[config.mk]
export PLATFORM = sky130hd
export DESIGN_NAME = des_round_engine_flat
export DESIGN_NICKNAME = d
export VERILOG_FILES = /design/src/rtl/des_pkg.sv /design/src/rtl/des_round_engine_if.sv /design/src/rtl/des_f_function.sv /design/src/rtl/des_round_engine.sv /design/src/flat_wrapper.sv
export SDC_FILE = /design/constraint.sdc
export NUM_CORES = 1
export LEC_CHECK = 0
export BUFFER_PORTS_ARGS = -buffer_cell sky130_fd_sc_hd__buf_2
export CORE_MARGIN = 3
export CORE_UTILIZATION = 30
export DETAILED_ROUTE_END_ITERATION = 10
export GPL_TIMING_DRIVEN = 0
export REMOVE_ABC_BUFFERS = 1
export SETUP_SLACK_MARGIN = 0.2
export SYNTH_ARGS = -nofsm -noshare
export SYNTH_HDL_FRONTEND = slang
export SYNTH_SLANG_ARGS = --single-unit
[constraint.sdc]
create_clock -name clk -period 3.3 [get_ports clk]
set_input_delay 0.99 -clock clk [delete_from_list [all_inputs] [get_ports clk]]
set_output_delay 0.99 -clock clk [all_outputs]
set_load 0.05 [all_outputs]
[src/rtl/des_pkg.sv]
// des_pkg: DES round-engine constants, FSM states and S-box lookup tables
package des_pkg;
    localparam int DES_ROUNDS = 16;
    typedef enum logic [1:0] {IDLE, RUN, DONE} state_t;
    localparam int E_TABLE [48] = '{32, 1, 2, 3, 4, 5, 4, 5, 6, 7, 8, 9, 8, 9, 10, 11,
                                    12, 13, 12, 13, 14, 15, 16, 17, 16, 17, 18, 19, 20, 21, 20, 21,
                                    22, 23, 24, 25, 24, 25, 26, 27, 28, 29, 28, 29, 30, 31, 32, 1};
    localparam int P_TABLE [32] = '{16, 7, 20, 21, 29, 12, 28, 17, 1, 15, 23, 26, 5, 18, 31, 10,
                                    2, 8, 24, 14, 32, 27, 3, 9, 19, 13, 30, 6, 22, 11, 4, 25};
    // Each table holds 64 nibbles, entry row*16+col first from the MSB end
    localparam logic [255:0] S1 = 256'hE4D12FB83A6C5907_0F74E2D1A6CB9538_41E8D62BFC973A50_FC8249175B3EA06D;
    localparam logic [255:0] S2 = 256'hF18E6B34972DC05A_3D47F28EC01A69B5_0E7BA4D158C6932F_D8A13F42B67C05E9;
    localparam logic [255:0] S3 = 256'hA09E63F51DC7B428_D709346A285ECBF1_D6498F30B12C5AE7_1AD069874FE3B52C;
    localparam logic [255:0] S4 = 256'h7DE3069A1285BC4F_D8B56F03472C1AE9_A690CB7DF13E5284_3F06A1D8945BC72E;
    localparam logic [255:0] S5 = 256'h2C417AB6853FD0E9_EB2C47D150FA3986_421BAD78F9C5630E_B8C71E2D6F09A453;
    localparam logic [255:0] S6 = 256'hC1AF92680D34E75B_AF427C9561DE0B38_9EF528C3704A1DB6_432C95FABE17608D;
    localparam logic [255:0] S7 = 256'h4B2EF08D3C975A61_D0B7491AE35C2F86_14BDC37EAF680592_6BD814A7950FE23C;
    localparam logic [255:0] S8 = 256'hD2846FB1A93E50C7_1FD8A374C56B0E92_7B419CE206ADF358_21E74A8DFC90356B;
    function automatic logic [3:0] sbox_lookup(input logic [255:0] t, input logic [5:0] b);
        return 4'(t >> (4 * (63 - int'({b[5], b[0], b[4:1]}))));
    endfunction
endpackage

[src/rtl/des_round_engine_if.sv]
// des_round_engine_if: block handshake and key-schedule port of the DES round engine
interface des_round_engine_if;
    logic        in_valid, in_ready, decrypt, out_valid, out_ready;
    logic [63:0] in_block, out_block;
    logic [3:0]  key_idx;
    logic [47:0] subkey;
    modport master (output in_valid, in_block, decrypt, subkey, out_ready,
                    input  in_ready, key_idx, out_valid, out_block);
    modport slave  (input  in_valid, in_block, decrypt, subkey, out_ready,
                    output in_ready, key_idx, out_valid, out_block);
endinterface

[src/rtl/des_f_function.sv]
// des_f_function: combinational DES f-function (E, key mix, S-boxes, P) and its eight S-boxes
module s_box_1 import des_pkg::*; (input logic [5:0] b, output logic [3:0] s); assign s = sbox_lookup(S1, b); endmodule
module s_box_2 import des_pkg::*; (input logic [5:0] b, output logic [3:0] s); assign s = sbox_lookup(S2, b); endmodule
module s_box_3 import des_pkg::*; (input logic [5:0] b, output logic [3:0] s); assign s = sbox_lookup(S3, b); endmodule
module s_box_4 import des_pkg::*; (input logic [5:0] b, output logic [3:0] s); assign s = sbox_lookup(S4, b); endmodule
module s_box_5 import des_pkg::*; (input logic [5:0] b, output logic [3:0] s); assign s = sbox_lookup(S5, b); endmodule
module s_box_6 import des_pkg::*; (input logic [5:0] b, output logic [3:0] s); assign s = sbox_lookup(S6, b); endmodule
module s_box_7 import des_pkg::*; (input logic [5:0] b, output logic [3:0] s); assign s = sbox_lookup(S7, b); endmodule
module s_box_8 import des_pkg::*; (input logic [5:0] b, output logic [3:0] s); assign s = sbox_lookup(S8, b); endmodule

module des_f_function
    import des_pkg::*;
(
    input  logic [31:0] r,
    input  logic [47:0] k,
    output logic [31:0] f
);
    logic [47:0] e, x;
    logic [31:0] s;
    // DES bit n (1 = MSB) of an N-bit word is index N-n
    for (genvar i = 0; i < 48; i++) begin : g_e
        assign e[47 - i] = r[32 - E_TABLE[i]];
    end
    assign x = e ^ k;
    s_box_1 u_s1 (.b(x[47:42]), .s(s[31:28]));
    s_box_2 u_s2 (.b(x[41:36]), .s(s[27:24]));
    s_box_3 u_s3 (.b(x[35:30]), .s(s[23:20]));
    s_box_4 u_s4 (.b(x[29:24]), .s(s[19:16]));
    s_box_5 u_s5 (.b(x[23:18]), .s(s[15:12]));
    s_box_6 u_s6 (.b(x[17:12]), .s(s[11:8]));
    s_box_7 u_s7 (.b(x[11:6]),  .s(s[7:4]));
    s_box_8 u_s8 (.b(x[5:0]),   .s(s[3:0]));
    for (genvar i = 0; i < 32; i++) begin : g_p
        assign f[31 - i] = s[32 - P_TABLE[i]];
    end
endmodule

[src/rtl/des_round_engine.sv]
// des_round_engine: iterative DES Feistel core, one round per clock, between the IP and FP stages
module des_round_engine
    import des_pkg::*;
#(
    parameter int ROUNDS = DES_ROUNDS
) (
    input logic clk,
    input logic rst_n,
    des_round_engine_if.slave bus
);
    state_t      state;
    logic [31:0] l, r, f;
    logic [3:0]  cnt, key_idx;
    logic [63:0] out_block;
    logic        dec, in_ready, out_valid, last;
    assign last = cnt == 4'(ROUNDS - 1);
    assign bus.in_ready = in_ready;
    assign bus.out_valid = out_valid;
    assign bus.out_block = out_block;
    assign bus.key_idx = key_idx;
    des_f_function u_f (.r(r), .k(bus.subkey), .f(f));
    // key_idx is registered, so it is loaded one step ahead with the next round's index
    always_ff @(posedge clk or negedge rst_n) begin
        if (!rst_n) begin
            state <= IDLE;
            in_ready <= 1'b1;
            out_valid <= 1'b0;
            out_block <= '0;
            key_idx <= '0;
            l <= '0;
            r <= '0;
            cnt <= '0;
            dec <= 1'b0;
        end else begin
            case (state)
                IDLE: if (bus.in_valid) begin
                    l <= bus.in_block[63:32];
                    r <= bus.in_block[31:0];
                    dec <= bus.decrypt;
                    cnt <= '0;
                    key_idx <= bus.decrypt ? 4'(ROUNDS - 1) : 4'd0;
                    in_ready <= 1'b0;
                    state <= RUN;
                end
                RUN: begin
                    l <= r;
                    r <= l ^ f;
                    cnt <= cnt + 4'd1;
                    key_idx <= last ? 4'd0 : dec ? 4'(ROUNDS - 2) - cnt : cnt + 4'd1;
                    if (last) begin
                        out_block <= {l ^ f, r};
                        out_valid <= 1'b1;
                        state <= DONE;
                    end
                end
                DONE: if (bus.out_ready) begin
                    out_valid <= 1'b0;
                    in_ready <= 1'b1;
                    state <= IDLE;
                end
                default: state <= IDLE;
            endcase
        end
    end
endmodule

[src/flat_wrapper.sv]
// flat-port wrapper written by rule: the top's interface ports become plain ports
module des_round_engine_flat import des_pkg::*;
#(
    parameter int ROUNDS = DES_ROUNDS
)
  (clk, rst_n, bus_in_valid, bus_in_block, bus_decrypt, bus_subkey, bus_out_ready, bus_in_ready, bus_key_idx, bus_out_valid, bus_out_block);
  des_round_engine_if bus_i ();
  input logic clk;
  input logic rst_n;
  input wire logic [$bits(bus_i.in_valid)-1:0] bus_in_valid;
  input wire logic [$bits(bus_i.in_block)-1:0] bus_in_block;
  input wire logic [$bits(bus_i.decrypt)-1:0] bus_decrypt;
  input wire logic [$bits(bus_i.subkey)-1:0] bus_subkey;
  input wire logic [$bits(bus_i.out_ready)-1:0] bus_out_ready;
  output wire logic [$bits(bus_i.in_ready)-1:0] bus_in_ready;
  output wire logic [$bits(bus_i.key_idx)-1:0] bus_key_idx;
  output wire logic [$bits(bus_i.out_valid)-1:0] bus_out_valid;
  output wire logic [$bits(bus_i.out_block)-1:0] bus_out_block;
  assign bus_i.in_valid = bus_in_valid;
  assign bus_i.in_block = bus_in_block;
  assign bus_i.decrypt = bus_decrypt;
  assign bus_i.subkey = bus_subkey;
  assign bus_i.out_ready = bus_out_ready;
  assign bus_in_ready = bus_i.in_ready;
  assign bus_key_idx = bus_i.key_idx;
  assign bus_out_valid = bus_i.out_valid;
  assign bus_out_block = bus_i.out_block;
  des_round_engine #(.ROUNDS(ROUNDS)) u_core (.clk(clk), .rst_n(rst_n), .bus(bus_i));
endmodule
==> summary.txt <==
Global routing
  • GR Util All Layers: 19.1%
  • GRT Max-Usage Layer: met2
  • Largest net degree at the start of global routing: 75
  • Number of antenna violations at the first check in global routing: 5
  • Met3 Use GR: 3.88%
  • First-pass GRT wire length: 61900 um
  • Met2 Use GR: 30.6%
  • Grt total ovfl: 0
  • M1 GR Usage: 26.2%
  • Vias in the first global route: 10642

Detailed routing
  • DRT iter0 DRCs: 960
  • DR pass1 iterations: 5
  • Via count: 11025
  • WL per Instance: 20.0 um
  • Routed Antenna Nets: 0
  • Post-DR vias/cell: 5.44
  • WL final: 40500 um
  • DR DRC count: 0

STA
  • RSZ-0062 raised after global routing: yes
  • Count of final hold-check violations: 0
  • Final Worst Setup Slack: 239 ps
  • Slew Limit Fails: 0
  • Fin crit share: 92.8%
  • Final setup fails: 0
  • Layout Skew: 16.0 ps
  • Final min period: 3060 ps
  • Worst slew pin tran: 1230 ps
  • F_max: 327 MHz
  • Rel. slew slack: 17.1%

Placement
  • Post-DP HPWL: 27600 um
  • Routability Congestion: 0.866
  • I/O Buffers: 186
  • Dpl ws: -930 ps

Clock tree
  • Clk root buf: clkbuf_16
  • CTS tree: yes
  • CTS Buf Count: 17
  • Worst skew pair latency: 440 ps
  • Max Buffers Root-to-Sink: 2
  • Clock sinks: 141
  • Hold Buf Count CTS: 0
  • H-tree Lvls: 4
  • Clock slew at reported path FFs: 70 ps

Synth
  • Syn Inst Count: 1376
  • Synth top area cells: dfrtp_1 (30%), nand2_1 (7.0%), ha_1 (6.7%)
  • Post-synth EDFFs: 0
  • Synth area leader: dfrtp_1
  • Synth warn: 0
  • Top-area cell type share of the netlist area: 29.9%
  • Post-synth ARST share: 100%
  • Mean Syn Cell Area: 8.51 um2
  • Synthesis-stage register bit count: 141
  • Commonest cells in the netlist: nand2_1 (217), dfrtp_1 (140), o21ai_0 (122), a21oi_1 (88), xnor2_1 (72)
  • Unique cell type count in the Yosys netlist: 70
  • Top-count cell post-synth: nand2_1
  • Sequential area share after synthesis: 30.1%
  • Ys flop type: dfrtp_1
  • Post-synth design cell area: 0.0117 mm2

Setup path
  • Critical path class: input pin to flop
  • Crit path DAT: 3390 ps
  • RR Startpoint: u_core.r[5]$_DFFE_PN0P_
  • Critical path launch point type: input pin
  • CP startpoint: bus_subkey[8]
  • Worst Path Max Fanout: 9
  • Worst path required time: 3630 ps
  • CP endpoint kind: flop

Min path
  • Worst hold-check path type: flop to flop
  • Hold_sp: u_core.bus.out_block[5]$_DFFE_PN0P_

Die
  • Die area: 0.0415 mm2
  • Starting Density: 30.7%
  • Row Count: 71
  • Core ar.: 0.0381 mm2
  • Die Span Y: 204 um
  • IO Pins: 187
  • Die W: 204 um

Run status
  • Status: complete, no violations

Flow run
  • Max-cap violations: 0

Final layout
  • Layout Nets: 1683
  • # fillers: 3908
  • Fraction of layout cells with a size suffix above 1: 22.6%
  • Area growth from synthesis to layout: 20.1%
[worst max-delay path, stage by stage]
cell and delay, ps:
buf_2 120, xor2_2 360, inv_2 170, ha_1 300, mux4_2 460, nor2_1 160, a211oi_1 80, a21oi_2 330
xnor2_1 140, mux2_2 280
[through the flow]
step / TNS (ps) / cell area [um2] / hold WS, ps / instances / utilization [%]
5_1_grt: 0 / 14100 / 494 / 2027 / 36.9
6_report: 0 / 14100 / 471 / 2028 / 36.9
2_1_floorplan: -715 / 11200 / 469 / 1275 / -
4_1_cts: 0 / 13800 / 477 / 2016 / 36.2
3_5_place_dp: -21010 / 13100 / 459 / 1981 / 34.3
3_3_place_gp: -556100 / 12800 / 457 / 1972 / 33.6
[registers in the layout, summed over array words and instances, names as in the netlist]
signal / count
u_core.r: 32
u_core.bus.out_valid: 1
u_core.dec: 1
u_core.bus.key_idx: 4
u_core.bus.in_ready: 1
u_core.state: 2
u_core.bus.out_block: 64
u_core.l: 32
u_core.cnt: 4
[worst paths after layout]
kind,to,slack (ps),cells past startpoint
setup / recovery,u_core.bus.out_block[32]$_DFFE_PN0P_,240,10
hold / removal,u_core.bus.out_block[5]$_DFFE_PN0P_,470,2
setup reg to reg,u_core.bus.out_block[32]$_DFFE_PN0P_,350,9
hold reg to reg,u_core.bus.out_block[5]$_DFFE_PN0P_,470,2
max in group asynchronous,u_core.r[12]$_DFFE_PN0P_,1860,2
min in group asynchronous,u_core.bus.out_block[47]$_DFFE_PN0P_,560,1
[metal layers]
metal	wire [um]	vias to the layer above	share of wire (%)
li1	-	5175	-
met1	18500	5408	46
met2	18900	389	47
met3	2380	49	5.9
met4	735	4	1.8
met5	22	-	0.054
[final cells by class]
type / count / area (um2) / share of cell area [%]
inverters: 36 / 136 / 0.969
flip-flops and latches: 141 / 3540 / 25.1
clock inverters: 12 / 114 / 0.809
clock buffers: 20 / 437 / 3.10
multi-input cells: 1100 / 7960 / 56.6
diodes: 1 / 2.50 / 0.0178
repair buffers: 207 / 1240 / 8.85
well taps: 511 / 639 / 4.54
[kinds of logic (layout without fill, tap and decap cells)]
family                   Yosys count  count (layout)  share of synthesized area, %
other                              0               1                             0
multiplexers                      62              62                          7.16
AO/OA/AOI/OAI                    414             414                          22.6
buffers and inverters            137             275                          5.35
AND/OR/NAND/NOR                  419             421                          15.9
flip-flops                       141             141                          30.1
XOR/XNOR                         140             140                          12.2
adder cells (fa/ha/maj)           63              63                          6.73
[cell usage in the layout, fill, tap and decap left out, types with 13 or more instances in the layout]
cell	Yosys	layout
nand3_1	45	45
xor2_1	46	32
mux4_2	16	16
a211oi_1	26	26
o21ai_0	122	121
nor3_1	26	26
o22ai_1	14	14
inv_1	29	28
buf_2	22	185
a22oi_1	29	29
o2111ai_1	13	13
nand2_1	217	216
xnor2_2	8	16
nor2_1	56	53
a31oi_1	19	19
a21oi_1	88	87
xnor2_1	72	62
dfrtp_1	140	134
ha_1	63	61
and3_1	18	18
mux2i_1	35	35
o211ai_1	31	31
nor2b_1	30	29
xor2_2	11	14
clkbuf_16	0	17
[what timing repair did]
| item | in CTS | in global routing |
|---|---|---|
| cloned | 1 | 1 |
| pin swaps | 1 | 2 |
| gates resized for setup | 22 | 26 |
| endpoints found under the setup margin | 52 | 47 |
| setup buffers | 2 | 10 |
Power is left out: the tool's default activity adds up to more than one toggle a clock period on the data nets, which glitch-free logic cannot reach.
